$ cat src/rtl/lock_code_sender_if.sv
// Sequencer- and lock-facing signals of lock_code_sender; master is the sender, slave its environment.
// tried_o widens when LOCK_SENDER_RETRY_EN is defined because every code may be pressed twice.
interface lock_code_sender_if #(
  parameter int DIGITS = 4
);
`ifdef LOCK_SENDER_RETRY_EN
  localparam int TW = $clog2(2 * DIGITS + 1);
`else
  localparam int TW = $clog2(DIGITS + 1);
`endif

  logic                  start_i;
  logic                  mode_i;
  logic [4*DIGITS-1:0]   code_i;
  logic                  alarm_i;
  logic                  open_i;
  logic                  new_i;
  logic [3:0]            x_o;
  logic                  enter_o;
  logic                  change_o;
  logic                  busy_o;
  logic                  done_o;
  logic [1:0]            result_o;
  logic [TW-1:0]         tried_o;

  modport master (
    input  start_i, mode_i, code_i, alarm_i, open_i, new_i,
    output x_o, enter_o, change_o, busy_o, done_o, result_o, tried_o
  );

  modport slave (
    output start_i, mode_i, code_i, alarm_i, open_i, new_i,
    input  x_o, enter_o, change_o, busy_o, done_o, result_o, tried_o
  );
endinterface

$ cat src/rtl/lock_code_sender.sv
// Key-entry initiator for the combination lock: presses candidate codes or programs a new one (option LOCK_SENDER_RETRY_EN).
// Latency per code HOLD+PRESS+RESP cycles; start while busy is dropped, no backpressure from the lock.
module lock_code_sender #(
  parameter int DIGITS       = 4,
  parameter int HOLD_CYCLES  = 4,
  parameter int PRESS_CYCLES = 3,
  parameter int RESP_CYCLES  = 16
) (
  input logic               clock_i,
  input logic               reset_i,
  lock_code_sender_if.master bus
);
`ifdef LOCK_SENDER_RETRY_EN
  localparam int TW = $clog2(2 * DIGITS + 1);
`else
  localparam int TW = $clog2(DIGITS + 1);
`endif
  localparam int IW   = (DIGITS > 1) ? $clog2(DIGITS) : 1;
  localparam int CMX1 = (HOLD_CYCLES > PRESS_CYCLES) ? HOLD_CYCLES : PRESS_CYCLES;
  localparam int CMAX = (CMX1 > RESP_CYCLES) ? CMX1 : RESP_CYCLES;
  localparam int CW   = $clog2(CMAX + 1);
  localparam logic [IW-1:0] LAST = IW'(DIGITS - 1);

  typedef enum logic [2:0] {
    S_IDLE, S_SETUP, S_PRESS, S_WAIT, S_CHG_PRESS, S_CHG_WAIT, S_DONE
  } state_t;

  state_t                 state_q;
  logic                   mode_q;
  logic [DIGITS-1:0][3:0] codes_q;
  logic [IW-1:0]          idx_q;
  logic [IW-1:0]          idx_d;
  logic [CW-1:0]          cnt_q;
  logic [3:0]             x_q;
  logic                   enter_q;
  logic                   change_q;
  logic                   busy_q;
  logic                   done_q;
  logic [1:0]             result_q;
  logic [TW-1:0]          tried_q;
`ifdef LOCK_SENDER_RETRY_EN
  logic                   retried_q;
`endif

  assign idx_d = idx_q + 1'b1;

  always_ff @(posedge clock_i) begin
    if (reset_i) begin
      state_q   <= S_IDLE;
      mode_q    <= 1'b0;
      codes_q   <= '0;
      idx_q     <= '0;
      cnt_q     <= '0;
      x_q       <= 4'h0;
      enter_q   <= 1'b0;
      change_q  <= 1'b0;
      busy_q    <= 1'b0;
      done_q    <= 1'b0;
      result_q  <= 2'b00;
      tried_q   <= '0;
`ifdef LOCK_SENDER_RETRY_EN
      retried_q <= 1'b0;
`endif
    end else begin
      done_q <= 1'b0;
      case (state_q)
        S_IDLE: begin
          if (bus.start_i) begin
            mode_q    <= bus.mode_i;
            codes_q   <= bus.code_i;
            idx_q     <= '0;
            tried_q   <= '0;
            busy_q    <= 1'b1;
`ifdef LOCK_SENDER_RETRY_EN
            retried_q <= 1'b0;
`endif
            if (bus.mode_i) begin
              state_q  <= S_CHG_PRESS;
              x_q      <= 4'h0;
              change_q <= 1'b1;
              cnt_q    <= CW'(PRESS_CYCLES - 1);
            end else begin
              state_q <= S_SETUP;
              x_q     <= bus.code_i[3:0];
              cnt_q   <= CW'(HOLD_CYCLES - 1);
            end
          end
        end
        S_SETUP: begin
          if (cnt_q == '0) begin
            state_q <= S_PRESS;
            enter_q <= 1'b1;
            tried_q <= tried_q + 1'b1;
            cnt_q   <= CW'(PRESS_CYCLES - 1);
          end else begin
            cnt_q <= cnt_q - 1'b1;
          end
        end
        S_PRESS: begin
          if (cnt_q == '0) begin
            state_q <= S_WAIT;
            enter_q <= 1'b0;
            cnt_q   <= CW'(RESP_CYCLES - 1);
          end else begin
            cnt_q <= cnt_q - 1'b1;
          end
        end
        S_WAIT: begin
          // Alarm outranks every other status seen in the same cycle
          if (bus.alarm_i) begin
            state_q <= S_DONE; done_q <= 1'b1; busy_q <= 1'b0; result_q <= 2'b01;
          end else if (!mode_q && bus.open_i) begin
            state_q <= S_DONE; done_q <= 1'b1; busy_q <= 1'b0; result_q <= 2'b11;
          end else if (mode_q && !bus.new_i) begin
            state_q <= S_DONE; done_q <= 1'b1; busy_q <= 1'b0; result_q <= 2'b10;
          end else if (cnt_q == '0) begin
`ifdef LOCK_SENDER_RETRY_EN
            if (!retried_q) begin
              retried_q <= 1'b1;
              state_q   <= S_SETUP;
              cnt_q     <= CW'(HOLD_CYCLES - 1);
            end else
`endif
            if (!mode_q && idx_q != LAST) begin
              idx_q   <= idx_d;
              x_q     <= codes_q[idx_d];
              state_q <= S_SETUP;
              cnt_q   <= CW'(HOLD_CYCLES - 1);
`ifdef LOCK_SENDER_RETRY_EN
              retried_q <= 1'b0;
`endif
            end else begin
              state_q <= S_DONE; done_q <= 1'b1; busy_q <= 1'b0; result_q <= 2'b00;
            end
          end else begin
            cnt_q <= cnt_q - 1'b1;
          end
        end
        S_CHG_PRESS: begin
          if (cnt_q == '0) begin
            state_q  <= S_CHG_WAIT;
            change_q <= 1'b0;
            cnt_q    <= CW'(RESP_CYCLES - 1);
          end else begin
            cnt_q <= cnt_q - 1'b1;
          end
        end
        S_CHG_WAIT: begin
          if (bus.alarm_i) begin
            state_q <= S_DONE; done_q <= 1'b1; busy_q <= 1'b0; result_q <= 2'b01;
          end else if (bus.new_i) begin
            // Lock now accepts the new combination: enter code 0 through the normal press path
            state_q <= S_SETUP;
            idx_q   <= '0;
            x_q     <= codes_q[0];
            cnt_q   <= CW'(HOLD_CYCLES - 1);
`ifdef LOCK_SENDER_RETRY_EN
            retried_q <= 1'b0;
`endif
          end else if (cnt_q == '0) begin
`ifdef LOCK_SENDER_RETRY_EN
            if (!retried_q) begin
              retried_q <= 1'b1;
              state_q   <= S_CHG_PRESS;
              change_q  <= 1'b1;
              cnt_q     <= CW'(PRESS_CYCLES - 1);
            end else
`endif
            begin
              state_q <= S_DONE; done_q <= 1'b1; busy_q <= 1'b0; result_q <= 2'b00;
            end
          end else begin
            cnt_q <= cnt_q - 1'b1;
          end
        end
        S_DONE: begin
          state_q <= S_IDLE;
        end
        default: begin
          state_q <= S_IDLE;
        end
      endcase
    end
  end

  assign bus.x_o      = x_q;
  assign bus.enter_o  = enter_q;
  assign bus.change_o = change_q;
  assign bus.busy_o   = busy_q;
  assign bus.done_o   = done_q;
  assign bus.result_o = result_q;
  assign bus.tried_o  = tried_q;
endmodule

$ cat src/flat_wrapper.sv
// flat-port wrapper written by rule: the top's interface ports become plain ports
module lock_code_sender_flat 
#(
  parameter int DIGITS       = 4,
  parameter int HOLD_CYCLES  = 4,
  parameter int PRESS_CYCLES = 3,
  parameter int RESP_CYCLES  = 16
)
  (clock_i, reset_i, bus_start_i, bus_mode_i, bus_code_i, bus_alarm_i, bus_open_i, bus_new_i, bus_x_o, bus_enter_o, bus_change_o, bus_busy_o, bus_done_o, bus_result_o, bus_tried_o);
  lock_code_sender_if #(.DIGITS(DIGITS)) bus_i ();
  input logic clock_i;
  input logic reset_i;
  input wire logic [$bits(bus_i.start_i)-1:0] bus_start_i;
  input wire logic [$bits(bus_i.mode_i)-1:0] bus_mode_i;
  input wire logic [$bits(bus_i.code_i)-1:0] bus_code_i;
  input wire logic [$bits(bus_i.alarm_i)-1:0] bus_alarm_i;
  input wire logic [$bits(bus_i.open_i)-1:0] bus_open_i;
  input wire logic [$bits(bus_i.new_i)-1:0] bus_new_i;
  output wire logic [$bits(bus_i.x_o)-1:0] bus_x_o;
  output wire logic [$bits(bus_i.enter_o)-1:0] bus_enter_o;
  output wire logic [$bits(bus_i.change_o)-1:0] bus_change_o;
  output wire logic [$bits(bus_i.busy_o)-1:0] bus_busy_o;
  output wire logic [$bits(bus_i.done_o)-1:0] bus_done_o;
  output wire logic [$bits(bus_i.result_o)-1:0] bus_result_o;
  output wire logic [$bits(bus_i.tried_o)-1:0] bus_tried_o;
  assign bus_i.start_i = bus_start_i;
  assign bus_i.mode_i = bus_mode_i;
  assign bus_i.code_i = bus_code_i;
  assign bus_i.alarm_i = bus_alarm_i;
  assign bus_i.open_i = bus_open_i;
  assign bus_i.new_i = bus_new_i;
  assign bus_x_o = bus_i.x_o;
  assign bus_enter_o = bus_i.enter_o;
  assign bus_change_o = bus_i.change_o;
  assign bus_busy_o = bus_i.busy_o;
  assign bus_done_o = bus_i.done_o;
  assign bus_result_o = bus_i.result_o;
  assign bus_tried_o = bus_i.tried_o;
  lock_code_sender #(.DIGITS(DIGITS), .HOLD_CYCLES(HOLD_CYCLES), .PRESS_CYCLES(PRESS_CYCLES), .RESP_CYCLES(RESP_CYCLES)) u_core (.clock_i(clock_i), .reset_i(reset_i), .bus(bus_i));
endmodule
$ cat config.mk
export PLATFORM = sky130hd
export DESIGN_NAME = lock_code_sender_flat
export DESIGN_NICKNAME = d
export VERILOG_FILES = /design/src/rtl/lock_code_sender_if.sv /design/src/rtl/lock_code_sender.sv /design/src/flat_wrapper.sv
export SDC_FILE = /design/constraint.sdc
export NUM_CORES = 1
export LEC_CHECK = 0
export ABC_CLOCK_PERIOD_IN_PS = 3500
export BUFFER_PORTS_ARGS = -buffer_cell sky130_fd_sc_hd__buf_2
export CAP_MARGIN = 30
export CORE_ASPECT_RATIO = 0.7
export CORE_MARGIN = 3
export CORE_UTILIZATION = 55
export CTS_CLUSTER_SIZE = 14
export DETAILED_ROUTE_END_ITERATION = 16
export GPL_TIMING_DRIVEN = 0
export PLACE_DENSITY = 0.88
export SLEW_MARGIN = 25
export SYNTH_ARGS = -nofsm -noshare
export SYNTH_HDL_FRONTEND = slang
export SYNTH_SLANG_ARGS = --single-unit
export TNS_END_PERCENT = 10
$ cat constraint.sdc
create_clock -name clock_i -period 3.5 [get_ports clock_i]
set_input_delay 0.7 -clock clock_i [delete_from_list [all_inputs] [get_ports clock_i]]
set_output_delay 0.7 -clock clock_i [all_outputs]
set_load 0.05 [all_outputs]
### Word level (Yosys, flattened, before mapping)

Index checks and enable logic that the tools add are counted.

| word-level totals | value |
|---|---|
| flip-flop bits (word level) | 40 |
| input bits | 23 |
| output and inout port bits | 13 |
| word-level logic and storage cells | 151 |

| operators by class | value |
|---|---|
| add/sub/neg operators | 3 |
| magnitude comparators | 1 |
| equality and inequality tests | 25 |
| mux-type cells | 84 |
| reductions and logical operators | 23 |

Operators by type and width:

| kind | number |
|---|---|
| 5-bit two-way mux | 11 |
| 3-bit two-way mux | 15 |
| 4-bit two-way mux | 10 |
| 2-bit two-way mux | 16 |
| 5-bit case mux with 5 select lines | 1 |
| 1-bit two-way mux | 21 |
| 3-bit case mux with 6 select lines | 1 |
| 2-bit != test, second input constant | 8 |
| 4-bit case mux with 3 select lines | 1 |
| 6-bit AND reduction | 2 |
| 2-bit by 1-bit != test with 1-bit output, second input constant | 5 |
| 3-bit != test, second input constant | 3 |
| 9-bit AND reduction | 1 |
| 4-bit binary-select mux with 2-bit select | 1 |
| 8-bit AND reduction | 1 |
| 2-bit nonzero test | 4 |
| 3-bit by 2-bit equality test with 1-bit output, second input constant | 2 |
| 3-bit equality test, second input constant | 2 |
| 1-bit case mux with 2 select lines | 3 |
| 2-bit case mux with 3 select lines | 1 |
| 3-bit case mux with 2 select lines | 1 |
| 3-bit AND reduction | 2 |
| 5-bit logical NOT | 1 |
| 5-bit by 2-bit != test with 1-bit output, second input constant | 1 |
| other kinds (19) | 22 |

### Logic depth before layout (Yosys ltp)

Gate-level depths: netlist (run 1).

| depth | value |
|---|---|
| word-level depth | 9 |
| depth in mapped cells | 9 |
| gate-level depth less buffers | 7 |

### Worst setup path after synthesis (run 1)

Ideal clock, no wire load.

| timing | value |
|---|---|
| kind | input-to-reg |
| start point | input bus_alarm_i |
| end point | register u_core.x_q[2], in the netlist u_core.bus.x_o[2] |
| library setup time | 132 ps |
| arrival time | 2059 ps |
| required time | 3368 ps |
| slack | 1309 ps |
| cell stages on the path | 7 |
| path buffers | 2 |
| path through | buf_2 -> or4_4 -> o21ai_4 -> o221ai_2 -> buf_6 -> a211oi_1 -> nor3_2 |

| on the way | value |
|---|---|
| cells in the longest elaborated chain, start to end | 2 |
| elaborated cells between the ends (all ways) | 3 |
| those cells by class | 2 x eq/ne; 1 x reduce/logical |

Ends and longest elaborated chain:

| what | line | text |
|---|---|---|
| start: declaration | flat_wrapper.sv:16 | `input wire logic [$bits(bus_i.alarm_i)-1:0] bus_alarm_i;` |
| 2-bit != test (no line) | n/a |  |
| 9-bit AND reduction (no line) (*) | n/a |  |
| end signal: assignment | lock_code_sender.sv:84 | `x_q <= bus.code_i[3:0];` |
| end signal: assignment | lock_code_sender.sv:126 | `x_q <= codes_q[idx_d];` |
| end signal: assignment | lock_code_sender.sv:155 | `x_q <= codes_q[0];` |
| end: declaration | lock_code_sender.sv:34 | `logic [3:0] x_q;` |

Mark *: on every way between the ends. The rest lies on a longest branch, timed or not.
A chain may end at the register's enable or synchronous reset.

### Worst setup path after layout (run 1)

| timing | value |
|---|---|
| start point | register u_core.cnt_q[0] |
| end point | register u_core.x_q[3], in the netlist u_core.bus.x_o[3] |

| on the way | value |
|---|---|
| cells in the longest elaborated chain, start to end | 3 |

Ends and longest elaborated chain:

| what | line | text |
|---|---|---|
| start: declaration | lock_code_sender.sv:33 | `logic [CW-1:0] cnt_q;` |
| start signal: assignment | lock_code_sender.sv:81 | `cnt_q <= CW'(PRESS_CYCLES - 1);` |
| start signal: assignment | lock_code_sender.sv:85 | `cnt_q <= CW'(HOLD_CYCLES - 1);` |
| start signal: assignment | lock_code_sender.sv:94 | `cnt_q <= CW'(PRESS_CYCLES - 1);` |
| 5-bit logical NOT | lock_code_sender.sv:116 | `end else if (cnt_q == '0) begin` |
| 2-bit by 1-bit != test with 1-bit output (no line) | n/a |  |
| 9-bit AND reduction (no line) | n/a |  |

No other way between the ends.

==> impl_metrics.tcl, run 1 <==
set metrics [dict create \
    worst_ep_arrival_time_ps 2490 \
    grt_usage_pct 26.28 \
    r2r_start "u_core.cnt_q[0]" \
    intPower_mw 1.230 \
    power.switching_mw 1.057 \
    fin_tns_setup_ps 0 \
    finalHoldViolations 0 \
    fillers 327 \
    initial_core_util_pct 58.21 \
    cts_hold_buf 0 \
    slowest_stage "or4b_4" \
    seqCellArea_um2 800.8 \
    end_kind "flop" \
    peakVddDrop_uv 468.9 \
    power_frac_comb_pct 53.9 \
    route.vias.total 2334 \
    slew_viol_final 0 \
    crit_start "u_core.cnt_q[0]" \
    outcome "completed" \
    insertion_delay_ps 300 \
    path_cells "inv_1, ha_1, or4b_4, buf_6, o21ai_4, o221ai_2, buf_6, a211oi_1, nor3_2" \
    worst-path-max-fanout 10 \
    cts_buffers 5 \
    antenna_left 0 \
    async_reset_ff_share_pct 0 \
    p_clk_share_pct 16.8 \
    portBuffers 33 \
    post-route-min-period_ps 2316 \
    dpl.cell_count 366 \
    cts_tree "yes" \
    maxCapViolations 0 \
    hold_slack_ps 460.2 \
    p_leak_nw 0.9927 \
    worst_pin_slew_ps 651.1 \
    hpwlAfterDp_um 4565 \
    via_per_inst 6.241 \
    multi_input_area_mm2 0.001394 \
    critPathMostFrequentCell "buf_6" \
    critPathMaxStageDelay_ps 490 \
    grt_pass1_wl_um 10430 \
    post_cts_buffers 0 \
    die_w_um 83.48 \
    pin_count 36 \
    min_from "u_core.codes_q[14]" \
    rsz0062_at_grt "no" \
    fp.dieH_um 60.24 \
    dieArea_mm2 0.005028 \
    drtIter0Drc 431 \
    htree_num_levels 2 \
    row_count 19 \
    path_buf_inv 3 \
    hp-class "reg -> reg" \
    grt_pass1_vias 2088 \
    relSlewSlack_pct 56.19 \
    power_mw 2.287 \
    setup_violations 0 \
    clock-root-buffer "clkbuf_8" \
    switching_share_pct 46.22 \
    synth_enable_flop_cells 0 \
    syn_area_per_cell_um2 8.224 \
    fmax_mhz 431.9 \
    wirelength_um 6445 \
    power.density_mw_per_mm2 862.1 \
    cts.sinks 40 \
    startpoint_type "flop" \
    overflow 0 \
    syn-cell-area_mm2 0.002311 \
    drive_gt1_share_pct 20.81 \
    nNetsFinal 348 \
    wl_per_cell_um 17.23 \
    critPathKind "reg -> reg" \
    area_delta_synth_final_pct 14.78 \
    clockBufferDepth 2 \
    drc_errors 0 \
    synth_cell_type_count 55 \
    period_share_pct 66.16 \
    synth_ff_type "dfxtp_1" \
    path_delay_family "compound AO/OA/AOI/OAI gates" \
    ys_ff_latch 40 \
    grt_start_max_net_pins 14 \
    cts_resized 0 \
    globalplace.congestion 0.9216 \
    required_ps 3670 \
    skew_ps 4.807 \
    first_pass_iters 7 \
    antennaDiodeCount 0 \
    synth_warnings 0 \
    synth_nets 308 \
    core-area_mm2 0.003970 \
    clk_transition_reported_paths_ps 80 \
    final_cells 374 \
    antenna_found_initial 0 \
    netlist_instances 281 \
    ys_seq_area_share_pct 34.65 \
    p_seq_share_pct 29.3 \
]
metal layers:
layer / wire (µm) / global-route usage, %
met5: 0 / 0
met1: 2769 / 38.17
met2: 2768 / 38.58
met4: 89 / 6.422
met3: 818 / 7.300
logic make-up after synthesis:
group	Yosys count	synth area share (%)
flops	40	34.65
mux	6	4.765
buf+inv	25	5.035
simple gates	116	26.21
fa+ha+maj	4	2.166
compound gates	87	26.04
xor+xnor	3	1.137
cell usage in the layout (no fill, tap or decap), drive strengths merged, types with 2 or more instances in the layout:
cell type | Yosys | layout
or2 | 2 | 2
buf | 8 | 41
o221ai | 2 | 2
nor3b | 5 | 5
o21bai | 2 | 2
nor2 | 21 | 21
a211oi | 9 | 9
nand2b | 2 | 2
xnor2 | 2 | 2
ha | 4 | 4
o2bb2ai | 5 | 5
clkbuf | 12 | 17
a22oi | 2 | 2
nor3 | 12 | 12
inv | 5 | 5
or2b | 2 | 2
a311oi | 2 | 2
o22ai | 2 | 2
nand3 | 4 | 4
nand2 | 46 | 46
a21oi | 34 | 34
nor2b | 9 | 9
dfxtp | 40 | 40
or3 | 3 | 3
a31oi | 6 | 6
o21a | 2 | 2
o21ai | 11 | 11
mux4 | 4 | 4
mux2i | 2 | 2
nor4 | 3 | 3
per-stage QoR:
stage          cell area, µm²  utilization (%)  setup slack, ps
2_1_floorplan            2311                -             1309
3_3_place_gp             2541            64.01             1025
3_5_place_dp             2541            64.01             1043
4_1_cts                  2653            66.81             1217
5_1_grt                  2653            66.81             1076
6_report                 2653            66.81             1184
synth_stat cells, types with 3 or more instances:
cell type | number | area share (%)
nor3_1 | 8 | 1.7
nor3b_1 | 5 | 1.6
nand3_1 | 4 | 0.87
dfxtp_1 | 40 | 35
or3_1 | 3 | 0.81
nand2_1 | 46 | 7.5
o21ai_0 | 10 | 2.2
a21oi_1 | 34 | 7.4
inv_1 | 5 | 0.81
nor2b_1 | 9 | 2.4
nor2_1 | 21 | 3.4
a31oi_1 | 6 | 1.6
nor4_1 | 3 | 0.81
a211oi_1 | 8 | 2.6
ha_1 | 4 | 2.2
nor3_2 | 4 | 1.7
mux4_2 | 4 | 3.9
clkbuf_1 | 12 | 1.9
buf_2 | 3 | 0.65
o2bb2ai_1 | 5 | 1.9
power by group through the flow:
stage	clock [mW]	sequential, mW	combinational (mW)
2_1_floorplan	0	0.796	0.801
3_3_place_gp	0	0.667	1.17
3_5_place_dp	0	0.677	1.19
4_1_cts	0.386	0.668	1.20
5_1_grt	0.398	0.686	1.33
6_report	0.384	0.671	1.23
registers in the layout (all words and copies together), names as in the netlist, 2 cells and up:
name / cells
u_core.bus.tried_o: 3
u_core.idx_q: 2
u_core.bus.x_o: 4
u_core.bus.result_o: 2
u_core.state_q: 3
u_core.cnt_q: 5
u_core.codes_q: 16
worst min-delay path: stages, from the launching register on:
cell,delay [ps]
dfxtp_1,320
nand2_1,50
a21oi_1,50
path summary, 6_finish.rpt:
path / endpoint / slack, ps / depth (start not counted)
min: u_core.codes_q[14] / 460 / 2
max: u_core.bus.x_o[3] / 1180 / 9
min reg2reg: u_core.codes_q[14] / 460 / 2
max reg2reg: u_core.bus.x_o[3] / 1180 / 9
final cells by class:
| cell class | instances | area share [%] |
|---|---|---|
| Sequential cell | 40 | 30.19 |
| Clock buffer | 5 | 2.594 |
| Clock inverter | 3 | 1.604 |
| Buffer | 20 | 3.679 |
| Inverter | 5 | 0.7075 |
| Timing Repair Buffer | 33 | 6.226 |
| Tap cell | 52 | 2.453 |
| Multi-Input combinational cell | 216 | 52.55 |
(Power assumes the default switching activity.)
==> inputs of run 2 (changes only) <==
--- a/config.mk
+++ b/config.mk
@@ -5,7 +5,7 @@
 export SDC_FILE = /design/constraint.sdc
 export NUM_CORES = 1
 export LEC_CHECK = 0
-export ABC_CLOCK_PERIOD_IN_PS = 3500
+export ABC_CLOCK_PERIOD_IN_PS = 2300
 export BUFFER_PORTS_ARGS = -buffer_cell sky130_fd_sc_hd__buf_2
 export CAP_MARGIN = 30
 export CORE_ASPECT_RATIO = 0.7
==> constraint.sdc (replaced) <==
create_clock -name clock_i -period 2.3 [get_ports clock_i]
set_input_delay 0.46 -clock clock_i [delete_from_list [all_inputs] [get_ports clock_i]]
set_output_delay 0.46 -clock clock_i [all_outputs]
set_load 0.05 [all_outputs]
==> run 2 against run 1 <==
Effect of this change:
- sequential share of layout area down 0.17 points
- global-route usage did not move
- final area up 0.57%
- setup slack worse by 1100 ps
- final cell count unchanged
==> impl_metrics.tcl, run 2 (synthesis gave the netlist of run 1 again) <==
set metrics [dict create \
    mostFrequentLayoutCell "nand2_1" \
    end_kind "flop" \
    period_share_pct 96.32 \
    path_delay_family "simple AND/OR/NAND/NOR gates" \
    setup_violations 0 \
    grt_usage_pct 26.28 \
    power_frac_comb_pct 54.1 \
    first_pass_iters 5 \
    cts_hold_buf 0 \
    route.vias.total 2395 \
    slew_viol_final 0 \
    dieArea_mm2 0.005028 \
    critPathMaxStageDelay_ps 490 \
    p_leak_nw 0.9951 \
    relSlewSlack_pct 55.54 \
    htree_num_levels 2 \
    grt_pass1_wl_um 10430 \
    slowest_stage "or4b_4" \
    cts.sinks 40 \
    peakVddDrop_uv 717.8 \
    portBuffers 33 \
    core-area_mm2 0.003970 \
    rrSetupSlack_ps 80 \
    intPower_mw 1.873 \
    overflow 0 \
    power_mw 3.495 \
    largest_register_ff_count 16 \
    switching_share_pct 46.41 \
    area_delta_synth_final_pct 15.43 \
    antennaDiodeCount 0 \
    grt_pass1_vias 2088 \
    dpl_cell_area_mm2 0.002541 \
    fmax_mhz 451.4 \
    wl_per_cell_um 17.34 \
    worst_ep_arrival_time_ps 2380 \
    row_count 19 \
    cts_tree "yes" \
    antenna_left 0 \
    drc_errors 0 \
    required_ps 2470 \
    fillers 323 \
    fin_ws_ps 84.67 \
    via_per_inst 6.404 \
    grt_start_max_net_pins 14 \
    reg2reg_to "u_core.bus.x_o[3]" \
    globalplace.congestion 0.9216 \
    finalHoldViolations 0 \
    cts_buffers 5 \
    p_seq_share_pct 29.2 \
    path_buf_inv 3 \
    nNetsFinal 348 \
    dpl.cell_count 366 \
    clk_transition_reported_paths_ps 80 \
    drive_gt1_share_pct 21.74 \
    endpoint "u_core.bus.x_o[3]" \
    mostFrequentLayoutCells "46 x nand2_1, 40 x dfxtp_1, 36 x buf_2" \
    r2r_start "u_core.cnt_q[0]" \
    worst-path-max-fanout 10 \
    post-route-min-period_ps 2215 \
    outcome "completed" \
    startpoint_type "flop" \
    critPathKind "reg -> reg" \
    drtIter0Drc 420 \
    initial_core_util_pct 58.21 \
    fp.dieH_um 60.24 \
    die_w_um 83.48 \
    rsz0062_at_grt "yes" \
    top_register "u_core.codes_q" \
    worst_pin_slew_ps 660.8 \
    hpwlAfterDp_um 4565 \
    crit_start "u_core.cnt_q[0]" \
    antenna_found_initial 0 \
    insertion_delay_ps 300 \
    skew_ps 5.909 \
    wirelength_um 6485 \
    clockBufferDepth 2 \
    crit_cells 9 \
    p_clk_share_pct 16.7 \
    pin_count 36 \
    power.density_mw_per_mm2 1310 \
    path_cells "inv_1, ha_1, or4b_4, buf_6, o21ai_4, o221ai_2, buf_6, a211oi_2, nor3_2" \
    dp_slack_ps 60.13 \
    clock-root-buffer "clkbuf_8" \
    maxCapViolations 0 \
    critPathMostFrequentCell "buf_6" \
    reg2regPathDepth 9 \
    power.switching_mw 1.622 \
    hp-class "in -> reg" \
    final_area_mm2 0.002668 \
    final_cells 374 \
]
==> run 2: power by group through the flow <==
stage	Clock, mW	Sequential [mW]	Combinational [mW]
floorplan	0	1.21	1.22
global placement	0	1.02	1.78
detailed placement	0	1.03	1.81
CTS	0.587	1.02	1.83
global route	0.606	1.04	2.03
finish	0.583	1.02	1.89
==> run 2: final cells by class <==
cell class              count  area [µm²]  area share [%]
repair buffers             33       165.2           6.191
well taps                  52       65.06           2.439
clock buffers               5       68.82           2.580
inverters                   5       18.77          0.7036
multi-input cells         216        1409           52.81
flip-flops and latches     40       800.8           30.02
clock inverters             3       42.54           1.595
plain buffers              20       97.59           3.659
==> run 2: through the flow <==
stage | hold slack (ps) | TNS (ps) | utilization [%]
6_report | 395.5 | 0 | 67.19
5_1_grt | 402.5 | -10.20 | 67.19
4_1_cts | 394.0 | 0 | 66.81
3_5_place_dp | 448.2 | 0 | 64.01
3_3_place_gp | 442.1 | 0 | 64.01
2_1_floorplan | 433.1 | 0 | -
==> run 2: how the worst min path moves through the flow <==
stage                             from                 end  cells past startpoint
floorplan           u_core.codes_q[15]  u_core.codes_q[15]                      2
finish                  bus_code_i[14]  u_core.codes_q[14]                      3
detailed placement  u_core.codes_q[14]  u_core.codes_q[14]                      2
global route            bus_code_i[13]  u_core.codes_q[13]                      3
global placement     u_core.codes_q[7]   u_core.codes_q[7]                      2
CTS                     bus_code_i[14]  u_core.codes_q[14]                      3
==> run 2: worst register-to-register path: stages (launching register included) <==
cell	delay, ps
dfxtp_1	350
inv_1	100
ha_1	190
or4b_4	490
buf_6	170
o21ai_4	160
o221ai_2	120
buf_6	190
a211oi_2	250
nor3_2	60
==> run 2: repair_timing <==
item                                    in CTS  in global routing
gates resized for setup                      0                  3
setup buffers                                0                  0
endpoints found under the setup margin       0                  7
==> run 2: routing by layer <==
layer	vias to the layer above	part of all wire, %	track usage, %
li1	1103	-	-
met1	1087	43	38.17
met2	187	43	38.58
met3	18	13	7.300
met4	0	1.5	6.422
met5	-	0	0
==> inputs of run 3 (changes only) <==
--- a/config.mk
+++ b/config.mk
@@ -5,6 +5,7 @@
 export SDC_FILE = /design/constraint.sdc
 export NUM_CORES = 1
 export LEC_CHECK = 0
+export ABC_AREA = 1
 export ABC_CLOCK_PERIOD_IN_PS = 2300
 export BUFFER_PORTS_ARGS = -buffer_cell sky130_fd_sc_hd__buf_2
 export CAP_MARGIN = 30
==> run 3 against run 2 <==
Effect of this change:
- via count up 8.2%
- setup slack better by 240 ps
- first-iteration DRC count down 39%
- sequential cell count unchanged
- synthesized area unchanged
- clock-buffer cell count up 1
- global-route usage down 0.34 points
- largest power group unchanged
- sequential power up 4%
- synthesized cell count up 33%
- critical path type unchanged
==> impl_metrics.tcl, run 3 <==
set metrics [dict create \
    worst-path-max-fanout 10 \
    r2r_start "u_core.cnt_q[0]" \
    htree_num_levels 2 \
    required_ps 2500 \
    cts_resized 0 \
    cts_buffers 5 \
    rrSetupSlack_ps 330 \
    cts.sinks 40 \
    antenna_left 0 \
    wl_per_cell_um 13.64 \
    worst_pin_slew_ps 503.0 \
    slew_viol_final 0 \
    antennaDiodeCount 0 \
    maxCapViolations 0 \
    core-area_mm2 0.003970 \
    ys_top_cells_by_count "82 x nand2_1, 65 x nor2_1, 40 x dfxtp_1, 40 x inv_1, 38 x o21ai_0" \
    antenna_found_initial 0 \
    reg2regPathDepth 12 \
    row_count 19 \
    grt_usage_pct 25.94 \
    synth_enable_flop_cells 0 \
    hp-class "in -> reg" \
    hpwlAfterDp_um 4700 \
    wirelength_um 6382 \
    hold_end "u_core.bus.tried_o[0]" \
    synth_cell_type_count 26 \
    clockBufferDepth 2 \
    hold_slack_ps 359.3 \
    drtIter0Drc 257 \
    overflow 0 \
    ys_seq_area_share_pct 34.65 \
    end_kind "flop" \
    yosys.area.top_type "dfxtp_1" \
    clk_transition_reported_paths_ps 80 \
    setup_violations 0 \
    syn-cell-area_mm2 0.002311 \
    fp.dieH_um 60.24 \
    post_cts_buffers 0 \
    die_w_um 83.48 \
    synth_most_common_cell "nand2_1" \
    p_leak_nw 1.326 \
    final_area_mm2 0.002659 \
    area_delta_synth_final_pct 15.05 \
    globalplace.congestion 0.9962 \
    fin_ws_ps 326.4 \
    outcome "completed" \
    drive_gt1_share_pct 14.66 \
    post-route-min-period_ps 1974 \
    first_pass_iters 5 \
    async_reset_ff_share_pct 0 \
    grt_start_max_net_pins 13 \
    dpl_cell_area_mm2 0.002551 \
    netlist_instances 373 \
    nNetsFinal 442 \
    skew_ps 6.621 \
    initial_core_util_pct 58.21 \
    synthTopCellsByArea "dfxtp_1 35%, nand2_1 13%, nor2_1 11%" \
    grt_pass1_vias 2204 \
    fmax_mhz 506.7 \
    grt_pass1_wl_um 10300 \
    cts_tree "yes" \
    via_per_inst 5.536 \
    route.vias.total 2591 \
    whs_path_depth 2 \
    top_register "u_core.codes_q" \
    power.density_mw_per_mm2 1433 \
    fin_tns_setup_ps 0 \
    dieArea_mm2 0.005028 \
    clock-root-buffer "clkbuf_8" \
    worst_ep_arrival_time_ps 2170 \
    peakVddDrop_uv 751.2 \
    drc_errors 0 \
    mostFrequentLayoutCell "nand2_1" \
    synth_nets 400 \
    power_mw 3.811 \
    period_share_pct 85.81 \
    critPathKind "reg -> reg" \
    relSlewSlack_pct 66.47 \
    synth_ff_type "dfxtp_1" \
    startpoint_type "flop" \
    insertion_delay_ps 300 \
    pin_count 36 \
    min_from "reset_i" \
    ys_ff_latch 40 \
    synth_warnings 0 \
    rsz0062_at_grt "no" \
    mostFrequentLayoutCells "82 x nand2_1, 65 x nor2_1, 40 x inv_1, 40 x dfxtp_1, 39 x buf_2" \
    synth_top_area_share_pct 34.65 \
    finalHoldViolations 0 \
    reg2reg_to "u_core.bus.x_o[2]" \
    portBuffers 35 \
    dp_slack_ps 416.8 \
    cts_hold_buf 0 \
    syn_area_per_cell_um2 6.196 \
    largest_register_ff_count 16 \
]
-- run 3: worst max-delay path, cell delays in order (launching register included) --
cell and delay (ps):
dfxtp_1 330, inv_1 170, ha_1 180, inv_1 30, nor2_1 110, nand2_2 160
nand2_1 190, nand2_1 80, nor2_1 130, nand3_2 100, buf_4 190, nor3_1 160
nor2_1 50
-- run 3: cell families (layout without fill, tap and decap cells) --
logic type | Yosys count | in the layout | synth area share [%]
AO/OA/AOI/OAI | 81 | 81 | 17.92
XOR/XNOR | 2 | 2 | 0.7581
adder cells (fa/ha/maj) | 4 | 4 | 2.166
buffers and inverters | 57 | 100 | 10.45
flip-flops | 40 | 40 | 34.65
AND/OR/NAND/NOR | 189 | 189 | 34.06
-- run 3: how the worst max path moves through the flow --
stage	endpoint	depth (start not counted)	from
after global routing	u_core.bus.x_o[2]	12	u_core.cnt_q[0]
after CTS	u_core.bus.x_o[2]	12	u_core.cnt_q[0]
after floorplan	u_core.cnt_q[1]	12	u_core.cnt_q[0]
after detailed placement	u_core.bus.x_o[2]	12	u_core.cnt_q[0]
after global placement	u_core.bus.x_o[2]	12	u_core.cnt_q[0]
final	u_core.bus.x_o[2]	12	u_core.cnt_q[0]
-- run 3: metrics by stage --
stage	cells	util, %
2_1_floorplan	373	-
3_3_place_gp	460	64.26
3_5_place_dp	460	64.26
4_1_cts	468	66.97
5_1_grt	468	66.97
6_report	468	66.97
-- run 3: final cells by class --
type / count / area, µm²
repair buffers: 35 / 175.2
plain buffers: 13 / 76.32
flip-flops and latches: 40 / 800.8
multi-input cells: 276 / 1269
fillers: 371 / 1311
clock buffers: 6 / 72.57
inverters: 44 / 165.2
well taps: 52 / 65.06
clock inverters: 2 / 35.03
-- run 3: where the power goes --
group / switching (mW) / internal (mW)
Clock: 0.259 / 0.322
Combinational: 1.50 / 0.672
Sequential: 0.143 / 0.916
Total: 1.90 / 1.91
-- run 3: routing by layer --
layer,track usage (%),part of all wire (%)
met1,37.10,47
met2,38.01,41
met3,6.474,10
met4,9.174,1.5
met5,0,0
